File: src/rtl/seq_det_frame_ctrl_if.sv
// Frame handshake bundle for seq_det_frame_ctrl.
// Carries the input frame handshake (in_valid/in_ready/in_word) and the result
// handshake (out_valid/out_ready/out_word/out_count).
// Frame vectors are declared [0:WORD_W-1] so that index 0 (the leftmost bit of
// a literal) is the first bit processed.
//   master : frame producer / result consumer (testbench, upstream logic)
//   slave  : the controller
interface seq_det_frame_ctrl_if #(
  parameter int WORD_W = 32,
  parameter int CNT_W  = 6
);
  logic              in_valid;
  logic              in_ready;
  logic [0:WORD_W-1] in_word;
  logic              out_valid;
  logic              out_ready;
  logic [0:WORD_W-1] out_word;
  logic [CNT_W-1:0]  out_count;

  modport master (
    output in_valid, in_word, out_ready,
    input  in_ready, out_valid, out_word, out_count
  );

  modport slave (
    input  in_valid, in_word, out_ready,
    output in_ready, out_valid, out_word, out_count
  );
endinterface

File: src/rtl/seq_det_frame_ctrl.sv
// Frame-level serial pattern detector.
// Accepts one WORD_W-bit frame, shifts it bit by bit (index 0 first) through a
// 4-bit match window, records a per-bit hit word and a hit count, then holds
// the result until the consumer takes it.
// Ports:
//   clk          rising-edge clock
//   rst          asynchronous active-high reset
//   cfg_pattern  4-bit target; bit 3 = oldest of the last 4 bits, bit 0 = newest
//   cfg_overlap  1 = overlapping matches, 0 = history restarts after each hit
//   bus          frame/result handshake bundle (slave side)
//   busy         high while a frame is running or a result is held
module seq_det_frame_ctrl #(
  parameter int WORD_W = 32,
  parameter int CNT_W  = 6
) (
  input  logic                  clk,
  input  logic                  rst,
  input  logic [3:0]            cfg_pattern,
  input  logic                  cfg_overlap,
  seq_det_frame_ctrl_if.slave   bus,
  output logic                  busy
);

  localparam int IDX_W = (WORD_W > 1) ? $clog2(WORD_W) : 1;
  localparam logic [IDX_W-1:0] LAST_IDX = IDX_W'(WORD_W - 1);

  typedef enum logic [1:0] {
    IDLE = 2'd0,
    RUN  = 2'd1,
    HOLD = 2'd2
  } state_t;

  state_t            state_r;
  logic              in_ready_r;
  logic              busy_r;
  logic              out_valid_r;
  logic [0:WORD_W-1] out_word_r;
  logic [CNT_W-1:0]  out_count_r;
  logic [0:WORD_W-1] word_r;
  logic [3:0]        pat_r;
  logic              ovl_r;
  // Only the three most recent bits need storing; the fourth is the live bit.
  logic [2:0]        hist_r;
  logic [2:0]        fill_r;
  logic [IDX_W-1:0]  idx_r;

  logic              bit_s;
  logic [3:0]        window_s;
  logic              hit_s;
  logic [2:0]        fill_next_s;

  // Match datapath for the bit currently addressed by idx.
  always_comb begin
    bit_s    = word_r[idx_r];
    window_s = {hist_r, bit_s};
    // fill+1 >= 4 means the window holds four bits of this frame
    if (fill_r >= 3'd3) begin
      hit_s = (window_s == pat_r);
    end else begin
      hit_s = 1'b0;
    end
    if (fill_r >= 3'd4) begin
      fill_next_s = 3'd4;
    end else begin
      fill_next_s = fill_r + 3'd1;
    end
  end

  // Frame sequencer with registered handshake, result and status outputs.
  always_ff @(posedge clk or posedge rst) begin
    if (rst) begin
      state_r     <= IDLE;
      in_ready_r  <= 1'b1;
      busy_r      <= 1'b0;
      out_valid_r <= 1'b0;
      out_word_r  <= '0;
      out_count_r <= '0;
      word_r      <= '0;
      pat_r       <= 4'b0000;
      ovl_r       <= 1'b0;
      hist_r      <= 3'b000;
      fill_r      <= 3'd0;
      idx_r       <= '0;
    end else begin
      case (state_r)
        IDLE: begin
          if (bus.in_valid) begin
            // Shadow the frame and its configuration; start from a clean history.
            word_r      <= bus.in_word;
            pat_r       <= cfg_pattern;
            ovl_r       <= cfg_overlap;
            hist_r      <= 3'b000;
            fill_r      <= 3'd0;
            idx_r       <= '0;
            out_word_r  <= '0;
            out_count_r <= '0;
            in_ready_r  <= 1'b0;
            busy_r      <= 1'b1;
            state_r     <= RUN;
          end else begin
            in_ready_r  <= 1'b1;
            busy_r      <= 1'b0;
          end
        end
        RUN: begin
          hist_r            <= window_s[2:0];
          out_word_r[idx_r] <= hit_s;
          if (hit_s) begin
            out_count_r <= out_count_r + CNT_W'(1);
          end else begin
            out_count_r <= out_count_r;
          end
          // Non-overlap mode: a hit consumes its bits, so require 4 fresh ones.
          if (hit_s && !ovl_r) begin
            fill_r <= 3'd0;
          end else begin
            fill_r <= fill_next_s;
          end
          if (idx_r == LAST_IDX) begin
            out_valid_r <= 1'b1;
            state_r     <= HOLD;
          end else begin
            idx_r <= idx_r + IDX_W'(1);
          end
        end
        HOLD: begin
          // in_valid is deliberately ignored here, even on the releasing edge.
          if (bus.out_ready) begin
            out_valid_r <= 1'b0;
            in_ready_r  <= 1'b1;
            busy_r      <= 1'b0;
            state_r     <= IDLE;
          end else begin
            out_valid_r <= 1'b1;
          end
        end
        default: begin
          out_valid_r <= 1'b0;
          in_ready_r  <= 1'b1;
          busy_r      <= 1'b0;
          state_r     <= IDLE;
        end
      endcase
    end
  end

  assign bus.in_ready  = in_ready_r;
  assign bus.out_valid = out_valid_r;
  assign bus.out_word  = out_word_r;
  assign bus.out_count = out_count_r;
  assign busy          = busy_r;

endmodule
File: src/flat_wrapper.sv
// flat-port wrapper written by rule: the top's interface ports become plain ports
module seq_det_frame_ctrl_flat 
#(
  parameter int WORD_W = 32,
  parameter int CNT_W  = 6
)
  (clk, rst, cfg_pattern, cfg_overlap, busy, bus_in_valid, bus_in_word, bus_out_ready, bus_in_ready, bus_out_valid, bus_out_word, bus_out_count);
  seq_det_frame_ctrl_if #(.WORD_W(WORD_W), .CNT_W(CNT_W)) bus_i ();
  input  logic clk;
  input  logic rst;
  input  logic [3:0] cfg_pattern;
  input  logic cfg_overlap;
  output logic busy;
  input wire logic [$bits(bus_i.in_valid)-1:0] bus_in_valid;
  input wire logic [$bits(bus_i.in_word)-1:0] bus_in_word;
  input wire logic [$bits(bus_i.out_ready)-1:0] bus_out_ready;
  output wire logic [$bits(bus_i.in_ready)-1:0] bus_in_ready;
  output wire logic [$bits(bus_i.out_valid)-1:0] bus_out_valid;
  output wire logic [$bits(bus_i.out_word)-1:0] bus_out_word;
  output wire logic [$bits(bus_i.out_count)-1:0] bus_out_count;
  assign bus_i.in_valid = bus_in_valid;
  assign bus_i.in_word = bus_in_word;
  assign bus_i.out_ready = bus_out_ready;
  assign bus_in_ready = bus_i.in_ready;
  assign bus_out_valid = bus_i.out_valid;
  assign bus_out_word = bus_i.out_word;
  assign bus_out_count = bus_i.out_count;
  seq_det_frame_ctrl #(.WORD_W(WORD_W), .CNT_W(CNT_W)) u_core (.clk(clk), .rst(rst), .cfg_pattern(cfg_pattern), .cfg_overlap(cfg_overlap), .bus(bus_i), .busy(busy));
endmodule
File: config.mk
export PLATFORM = sky130hd
export DESIGN_NAME = seq_det_frame_ctrl_flat
export DESIGN_NICKNAME = d
export VERILOG_FILES = /design/src/rtl/seq_det_frame_ctrl_if.sv /design/src/rtl/seq_det_frame_ctrl.sv /design/src/flat_wrapper.sv
export SDC_FILE = /design/constraint.sdc
export NUM_CORES = 1
export LEC_CHECK = 0
export CORE_UTILIZATION = 33
export DETAILED_ROUTE_END_ITERATION = 7
export GPL_TIMING_DRIVEN = 0
export HOLD_SLACK_MARGIN = 0.15
export PLACE_DENSITY = 0.61
export SYNTH_ARGS = -nofsm -noshare
export SYNTH_HDL_FRONTEND = slang
export SYNTH_SLANG_ARGS = --single-unit
File: constraint.sdc
create_clock -name clk -period 3.15 [get_ports clk]
set_clock_uncertainty 0.1 [all_clocks]
set_input_delay 0.63 -clock clk [delete_from_list [all_inputs] [get_ports clk]]
set_output_delay 0.63 -clock clk [all_outputs]
set_load 0.05 [all_outputs]
==> results of run 1 <==
[metal layers]
metal / wire length [um] / vias up / global-route usage
li1: - / 1680 / -
met1: 5080 / 1772 / 0.223
met2: 5350 / 133 / 0.267
met3: 707 / 17 / 0.0426
met4: 146 / 0 / 0.0529
met5: 0 / - / 0
[what timing repair did]
item,CTS,global route
pin swaps,0,0
buffers inserted,0,4
gates resized for setup,1,3
endpoints found under the setup margin,1,2
[sequential cells by signal, summed over array words and instances, names as in the netlist]
name	flops
u_core.bus.out_count	6
u_core.word_r	32
u_core.ovl_r	1
u_core.fill_r	3
u_core.idx_r	5
u_core.busy	1
u_core.pat_r	4
u_core.hist_r	3
u_core.bus.in_ready	1
u_core.state_r	2
u_core.bus.out_valid	1
u_core.bus.out_word	32
[synthesized netlist by cell type, drive strengths merged (6+ instances only)]
cell | number | area [um^2]
buf | 9 | 43.8
mux2 | 39 | 443
a21oi | 38 | 190
clkbuf | 17 | 63.8
ha | 12 | 150
inv | 17 | 63.8
o21ai | 72 | 360
o22ai | 7 | 43.8
dfrtp | 90 | 2250
nand2 | 31 | 124
mux4 | 6 | 154
nor2 | 10 | 37.5
nor2b | 6 | 37.5
[cells by family after synthesis]
group | Yosys count | synth area share
AOI/OAI and AO/OA | 141 | 0.184
xor gates and xnor gates | 3 | 0.00591
adders and majority gates | 12 | 0.0338
buffers and inverters | 43 | 0.0386
DFF | 91 | 0.513
muxes | 50 | 0.147
and+or+nand+nor | 69 | 0.0782
[path summary, 6_finish.rpt]
kind                                               from                             endpoint  slack (ns)  depth (start not counted)
max in group asynchronous                           rst          u_core.idx_r[0]$_DFFE_PP0P_        1.73                          3
min in group asynchronous                           rst        u_core.word_r[13]$_DFFE_PP0P_        0.58                          2
max                         u_core.idx_r[0]$_DFFE_PP0P_  u_core.bus.out_count[3]$_DFFE_PP0P_        0.16                          8
max reg2reg                 u_core.idx_r[0]$_DFFE_PP0P_  u_core.bus.out_count[3]$_DFFE_PP0P_        0.16                          8
min reg2reg                u_core.fill_r[2]$_DFFE_PP0P_         u_core.fill_r[0]$_DFFE_PP0P_        0.40                          1
min                        u_core.fill_r[2]$_DFFE_PP0P_         u_core.fill_r[0]$_DFFE_PP0P_        0.40                          1
[metrics by stage]
stage	setup slack [ns]	total power, mW	instance area [um^2]
4_1_cts	0.0583	4.69	5800
3_3_place_gp	-1.36	3.58	5480
6_report	0.162	4.71	5830
5_1_grt	0.0176	5.00	5830
3_5_place_dp	0.00852	3.64	5510
2_1_floorplan	0.0580	3.07	4450
[power by group]
part | internal, mW | total [mW] | switching [mW]
Clock | 0.593 | 1.02 | 0.425
Combinational | 0.843 | 1.96 | 1.11
Sequential | 1.51 | 1.73 | 0.221
Total | 2.94 | 4.71 | 1.76
[worst reg2reg max path, stage by stage (launching register included)]
cell	delay (ns)
dfrtp_2	0.44
buf_6	0.19
mux4_2	0.55
a22o_1	0.23
a221oi_2	0.19
o311a_4	0.27
mux2i_4	0.32
or4b_1	0.47
a21oi_1	0.17
[layout by cell type, fill, tap and decap left out, types with 4 or more instances in the layout]
master / instances
a21oi_1: 38
a22o_1: 4
buf_1: 6
buf_4: 4
clkbuf_1: 18
clkbuf_16: 9
clkdlybuf4s50_1: 81
dfrtp_1: 88
ha_1: 12
inv_1: 15
mux2_2: 38
mux4_1: 5
nand2_1: 28
nand3_1: 4
nor2_1: 10
nor2b_1: 6
o21ai_0: 67
o21ai_1: 5
o22ai_1: 7
[layout make-up]
class / count / area, um^2
Clock buffer: 13 / 270
Tap cell: 176 / 220
Clock inverter: 2 / 10.0
Multi-Input combinational cell: 275 / 2000
Sequential cell: 91 / 2280
Buffer: 26 / 110
Inverter: 17 / 66.3
Timing Repair Buffer: 86 / 868
Fill cell: 1228 / 7360
==> results.yml, run 1 <==
detailed_routing:
  wire_per_inst_um: 16.5
  drc: 0
  routed_wl_um: 11300
  first_pass_iters: 5
  vias: 3602
  final_antenna_net_count: 0
  drtIter0Drc: 276
  post_drt_via_cell_ratio: 5.25
sta:
  hold_slack_ns: 0.398
  finalHoldViolations: 0
  relSlewSlack: 0.368
  fin_setup_tns_ns: 0
  min_period_ns: 2.99
  tightest_slew_ns: 0.945
  slew_violations: 0
  timing.fmax_mhz: 335
  finalSetupViolCount: 0
  rsz0062_at_grt: "no"
  final.period_utilization: 0.948
yosys:
  syn_nets: 462
  syn_avg_cell_area_um2: 10.9
  seq_area_frac_synth: 0.513
  syn_area_mm2: 0.00445
  synthFlopType: "dfrtp_1"
  yosysWarnings: 0
  synthArstFlopShare: 1.00
  synth_edf_count: 0
  netlist-cell-type-count: 51
  ys_seq_elements: 91
  syn-instance-count: 409
setup_path:
  slowest_delay_ns: 0.55
  crit_slowest_cell: "mux4_2"
  cp.required_ns: 3.31
  cp_cell_sequence: "buf_6 > mux4_2 > a22o_1 > a221oi_2 > o311a_4 > mux2i_4 > or4b_1 > a21oi_1"
  worstSetupStartpointType: "flip-flop"
  critical_path.max_fanout: 10
  path_delay_family: "multiplexers"
  end_kind: "flip-flop"
  arrival_ns: 3.15
  crit_type: "reg2reg"
  critPathBufInv: 1
clock_tree:
  numCtsBuffers: 9
  clk_latency_ns: 0.34
  root_buffer: "clkbuf_16"
  cts.sinks: 91
  cts-hold-fix-buffers: 0
  clock_path_buffers: 2
  clk_pin_slew_ns: 0.06
  h-tree-depth: 3
  cts_tree: "built"
cells_and_area:
  layout-drive-gt1-share: 0.151
  diodes: 0
  nets: 559
  final_cell_count_no_fill: 686
  utilization: 0.442
  areaGrowthSynthToFinish_pct: 31.2
floorplanning:
  die_w_um: 118
  coreArea_mm2: 0.0132
  die_h_um: 118
  die_area_mm2: 0.0139
  io_pins: 82
  num_rows: 42
  initial_utilization: 0.337
grt:
  antenna_found_initial: 0
  grt_pass1_wl_um: 18300
  grt_max_degree: 55
  grt_util_all_layers: 0.167
  grt_pass1_vias: 3530
  grt_overflow: 0
power:
  power_density_mw_per_mm2: 807
  peakVddDrop_mv: 0.326
  p_leak_nw: 2.41
placement:
  io_buffers: 81
  gp_congestion: 0.802
  hpwlAfterDp_um: 8070
  dp.cells: 667
run_status:
  status: "completed"
job:
  drv_cap: 0
hold_path:
  hold_path.class: "reg2reg"
Power figures use the tool's default switching activity.
==> run 2: changes to the inputs <==
Settings changed: MAX_ROUTING_LAYER from default to met4.
==> run 2 against run 1 <==
Compared with the run above: flip-flop and latch count is the same; critical path type unchanged; sequential power is essentially flat; global-route usage grew 0.47 points; cell count is the same; critical path depth is the same; wire length shrank 0.65%; clock power is essentially flat; first-iteration DRC count grew 1.8%; count of clock-buffer cells in the layout is the same; utilization is the same; die area is the same; highest routed layer unchanged; register-to-register slack is essentially flat.
==> results.yml, run 2 (synthesized netlist as in run 1, its figures left out) <==
cells_and_area:
  areaGrowthSynthToFinish_pct: 31.2
  nets: 559
  layout-drive-gt1-share: 0.151
  mostFrequentLayoutCells: "dfrtp_1, clkdlybuf4s50_1, o21ai_0"
  design_area_mm2: 0.00583
  utilization: 0.442
  layout_commonest_cell: "dfrtp_1"
  multi_input_area_mm2: 0.00200
  seq_area_mm2: 0.00228
  fill_cells: 1228
  diodes: 0
  final_cell_count_no_fill: 686
clock_tree:
  cts.sinks: 91
  numCtsBuffers: 9
  h-tree-depth: 3
  clk_pin_slew_ns: 0.06
  cts_tree: "built"
  clock_path_buffers: 2
  root_buffer: "clkbuf_16"
  clk_latency_ns: 0.34
placement:
  io_buffers: 81
  hpwlAfterDp_um: 8070
  dpl_cell_area_mm2: 0.00551
  gp_congestion: 0.814
  dp.cells: 667
detailed_routing:
  first_pass_iters: 5
  drc: 0
  post_drt_via_cell_ratio: 5.26
  wire_per_inst_um: 16.3
  routed_wl_um: 11200
  vias: 3608
  drtIter0Drc: 281
  final_antenna_net_count: 0
hold_path:
  hold_path.class: "reg2reg"
  hp-start: "u_core.fill_r[2]$_DFFE_PP0P_"
floorplanning:
  die_h_um: 118
  num_rows: 42
  die_area_mm2: 0.0139
  io_pins: 82
  coreArea_mm2: 0.0132
  die_w_um: 118
  initial_utilization: 0.337
power:
  p_leak_nw: 2.41
  peakVddDrop_mv: 0.327
  power_density_mw_per_mm2: 806
  power_mw: 4.70
grt:
  grt_pass1_wl_um: 18200
  grt_pass1_vias: 3528
  grt_overflow: 0
  antenna_found_initial: 0
  grt_util_all_layers: 0.172
  grt_max_degree: 55
sta:
  finalSetupViolCount: 0
  relSlewSlack: 0.393
  final.period_utilization: 0.950
  finalHoldViolations: 0
  rsz0062_at_grt: "no"
  slew_violations: 0
  tightest_slew_ns: 0.908
  min_period_ns: 2.99
  timing.fmax_mhz: 334
setup_path:
  critical_path.max_fanout: 10
  worstSetupStartpointType: "flip-flop"
  arrival_ns: 3.15
  cp.required_ns: 3.31
  end_kind: "flip-flop"
  reg2reg_from: "u_core.idx_r[0]$_DFFE_PP0P_"
  cp-startpoint: "u_core.idx_r[0]$_DFFE_PP0P_"
  r2r_setup_slack_ns: 0.16
  crit_type: "reg2reg"
job:
  drv_cap: 0
run_status:
  status: "completed"
==> run 2: cell counts in the layout (fill, tap and decap cells not counted) <==
No cell type changed its count.
==> run 2: cell type report <==
| class | instances | area share |
|---|---|---|
| Buffer | 26 | 0.0189 |
| Clock buffer | 13 | 0.0464 |
| Clock inverter | 2 | 0.00172 |
| Inverter | 17 | 0.0114 |
| Multi-Input combinational cell | 275 | 0.344 |
| Sequential cell | 91 | 0.391 |
| Tap cell | 176 | 0.0378 |
| Timing Repair Buffer | 86 | 0.149 |
==> run 2: worst max-delay path, cell delays in order, from the launching register on <==
cell and delay, ns:
dfrtp_2 0.44, buf_6 0.19, mux4_2 0.55, a22o_1 0.23, a221oi_2 0.19, o311a_4 0.27, mux2i_4 0.31, or4b_1 0.47
a21oi_1 0.17
==> run 2: what timing repair did <==
item | in CTS | in global routing
pin swaps | 0 | 0
hold buffers | 0 | 0
endpoints found under the setup margin | 1 | 2
hold endpoints to repair | 0 | 0
gates resized for setup | 1 | 3
buffers inserted | 0 | 4
==> run 2: where the power goes <==
group | internal, mW | switching [mW] | total [mW] | leakage (nW)
logic | 0.843 | 1.11 | 1.95 | 1.10
clock network | 0.593 | 0.426 | 1.02 | 0.141
registers | 1.51 | 0.222 | 1.73 | 1.17
total | 2.94 | 1.76 | 4.70 | 2.41
==> run 2: final timing paths <==
kind	endpoint	depth (start not counted)
max reg2reg	u_core.bus.out_count[3]$_DFFE_PP0P_	8
max	u_core.bus.out_count[3]$_DFFE_PP0P_	8
min in group asynchronous	u_core.word_r[13]$_DFFE_PP0P_	2
min	u_core.fill_r[0]$_DFFE_PP0P_	1
min reg2reg	u_core.fill_r[0]$_DFFE_PP0P_	1
max in group asynchronous	u_core.idx_r[0]$_DFFE_PP0P_	3
==> run 2: per-stage QoR <==
stage / setup WS, ns / hold WS, ns / TNS, ns
final: 0.158 / 0.398 / 0
after global routing: 0.0176 / 0.418 / 0
after CTS: 0.0583 / 0.402 / 0
after detailed placement: 0.00852 / 0.389 / 0
after global placement: -1.36 / 0.380 / -122.79
after floorplan: 0.0580 / 0.354 / 0
==> run 2: per-layer routing <==
| layer | vias up | global-route usage | wire, um |
|---|---|---|---|
| met5 | - | - | 0 |
| met4 | 0 | 0.0529 | 155 |
| met3 | 15 | 0.0407 | 655 |
| met2 | 124 | 0.266 | 5370 |
| met1 | 1779 | 0.224 | 5040 |
| li1 | 1690 | - | - |
==> run 3: changes to the inputs <==
Settings changed: ABC_AREA from default to 1, ABC_CLOCK_PERIOD_IN_PS from default to 3150, MAX_ROUTING_LAYER met4 to default, PLACE_DENSITY 0.61 to 0.6.
==> run 3 against run 2 <==
Compared with the run above: setup slack improved by 0.46 ns; cell count rose by 29%; wire length rose by 6.5%; area after synthesis rose by 4.1%; register-to-register slack improved by 0.56 ns; global-route usage rose by 0.21 points; critical path type is now in2reg; largest cell class unchanged.
==> results.yml, run 3 <==
clock_tree:
  numCtsBuffers: 9
  clk_latency_ns: 0.34
  cts_setup_buffers: 0
  clk_pin_slew_ns: 0.06
  clock_path_buffers: 2
  cts_tree: "built"
  root_buffer: "clkbuf_16"
  cts-hold-fix-buffers: 0
  ctsResizeCount: 0
  h-tree-depth: 3
  cts.sinks: 91
placement:
  io_buffers: 81
  hpwlAfterDp_um: 8830
  gp_congestion: 0.858
  dp.cells: 868
  dpl_cell_area_mm2: 0.00569
setup_path:
  critical_path.max_fanout: 10
  end_kind: "flip-flop"
  cp.required_ns: 3.28
  arrival_ns: 2.67
  worstSetupStartpointType: "primary input"
  crit_type: "in2reg"
  r2r_setup_slack_ns: 0.72
job:
  drv_cap: 0
yosys:
  yosys.area.top_type: "dfrtp_1"
  ys_seq_elements: 91
  syn-instance-count: 610
  synth_top_area_share: 0.486
  syn_avg_cell_area_um2: 7.59
  yosysWarnings: 0
  yosysMostFrequentCell: "nand2_1"
  seq_area_frac_synth: 0.492
  synthFlopType: "dfrtp_1"
  synth_area_leaders: "dfrtp_1, nand2_1, o21ai_0, inv_1, nor2_1"
  synthArstFlopShare: 1.00
  synth_edf_count: 0
  netlist-cell-type-count: 29
  syn_area_mm2: 0.00463
  synthTopCellsByCount: "nand2_1, dfrtp_1, o21ai_0, inv_1, nor2_1"
  syn_nets: 663
cells_and_area:
  layout_commonest_cell: "nand2_1"
  areaGrowthSynthToFinish_pct: 29.8
  diodes: 0
  layout-drive-gt1-share: 0.0467
  final_cell_count_no_fill: 882
  nets: 756
  utilization: 0.447
  mostFrequentLayoutCells: "nand2_1, dfrtp_1, clkdlybuf4s50_1"
  design_area_mm2: 0.00601
floorplanning:
  io_pins: 82
  initial_utilization: 0.344
  num_rows: 42
  die_area_mm2: 0.0145
  coreArea_mm2: 0.0135
  die_h_um: 120
  die_w_um: 120
power:
  power_frac_comb: 0.405
  p_clk_frac: 0.247
  switching_share: 0.399
  peakVddDrop_mv: 0.267
  p_leak_nw: 2.89
  internal-power_mw: 2.82
  p_seq_frac: 0.347
  net-switching-power_mw: 1.87
  power_mw: 4.70
  power_density_mw_per_mm2: 782
grt:
  grt_util_all_layers: 0.174
  grt_pass1_vias: 4223
  grt_pass1_wl_um: 19900
  grt_overflow: 0
  antenna_found_initial: 0
  grt.met2_usage: 0.295
  grtUsageMet3: 0.0274
  grt_max_degree: 63
  grtUsageMet1: 0.228
  grt_busiest_layer: "met2"
detailed_routing:
  wire_per_inst_um: 13.5
  final_antenna_net_count: 0
  vias: 4119
  routed_wl_um: 11900
  post_drt_via_cell_ratio: 4.67
  first_pass_iters: 4
  drtIter0Drc: 176
  drc: 0
sta:
  finalHoldViolations: 0
  relSlewSlack: 0.660
  min_period_ns: 2.53
  tightest_slew_ns: 0.508
  timing.fmax_mhz: 395
  rsz0062_at_grt: "no"
  final.period_utilization: 0.804
  slew_violations: 0
  finalSetupViolCount: 0
hold_path:
  hold_path.class: "reg2reg"
run_status:
  status: "completed"
==> run 3: layer usage <==
layer  share of wire  vias up
met1            0.46     1961
met2            0.49       71
li1                -     2074
met4           0.011        0
met5               0        -
met3           0.031       13
==> run 3: kinds of logic (layout without fill, tap and decap cells) <==
kind of cell / Yosys count / count (layout) / synth area share
AO/OA/AOI/OAI: 89 / 89 / 0.101
adder cells (fa/ha/maj): 12 / 12 / 0.0324
flip-flops: 91 / 91 / 0.492
XOR/XNOR: 7 / 7 / 0.0132
AND/OR/NAND/NOR: 318 / 318 / 0.274
buffers and inverters: 93 / 189 / 0.0868
==> run 3: worst paths after layout <==
check | to | cells past startpoint | start
worst max-delay path | u_core.bus.out_word[8]$_DFFE_PP0P_ | 9 | bus_in_valid
worst min-delay path | u_core.bus.out_word[12]$_DFFE_PP0P_ | 2 | u_core.bus.out_word[12]$_DFFE_PP0P_
worst max register to register | u_core.bus.out_word[8]$_DFFE_PP0P_ | 10 | u_core.state_r[0]$_DFFE_PP0P_
worst min register to register | u_core.bus.out_word[12]$_DFFE_PP0P_ | 2 | u_core.bus.out_word[12]$_DFFE_PP0P_
max in group asynchronous | u_core.bus.in_ready$_DFFE_PP1P_ | 3 | rst
min in group asynchronous | u_core.word_r[19]$_DFFE_PP0P_ | 2 | rst
==> run 3: cell type report <==
| class | count | area, um^2 |
|---|---|---|
| Buffer | 23 | 139 |
| Tap cell | 176 | 220 |
| Inverter | 70 | 265 |
| Clock inverter | 2 | 60.1 |
| Clock buffer | 12 | 256 |
| Sequential cell | 91 | 2280 |
| Fill cell | 1341 | 7450 |
| Multi-Input combinational cell | 426 | 1950 |
| Timing Repair Buffer | 82 | 838 |
==> run 3: stage by stage <==
| step | hold WS [ns] | setup slack (ns) | setup TNS [ns] |
|---|---|---|---|
| finish | 0.377 | 0.616 | 0 |
| global route | 0.399 | 0.393 | 0 |
| CTS | 0.381 | 0.591 | 0 |
| floorplan | 0.350 | 0.0580 | 0 |
| global placement | 0.371 | -1.43 | -128.31 |
| detailed placement | 0.364 | 0.252 | 0 |
==> run 3: power groups by stage <==
stage	Combinational, mW	Sequential (mW)	Clock [mW]
finish	1.90	1.63	1.16
global route	2.17	1.67	1.22
CTS	1.92	1.63	1.18
detailed placement	1.90	1.65	0
global placement	1.85	1.64	0
floorplan	1.28	1.69	0
==> run 3: worst max-delay path, stage by stage <==
cell and delay [ns]:
clkdlybuf4s50_1 0.52, nand2_2 0.16, inv_1 0.23, a21oi_1 0.15
inv_1 0.21, clkbuf_1 0.43, o21ai_0 0.18, nand2_1 0.09
nand2_1 0.06
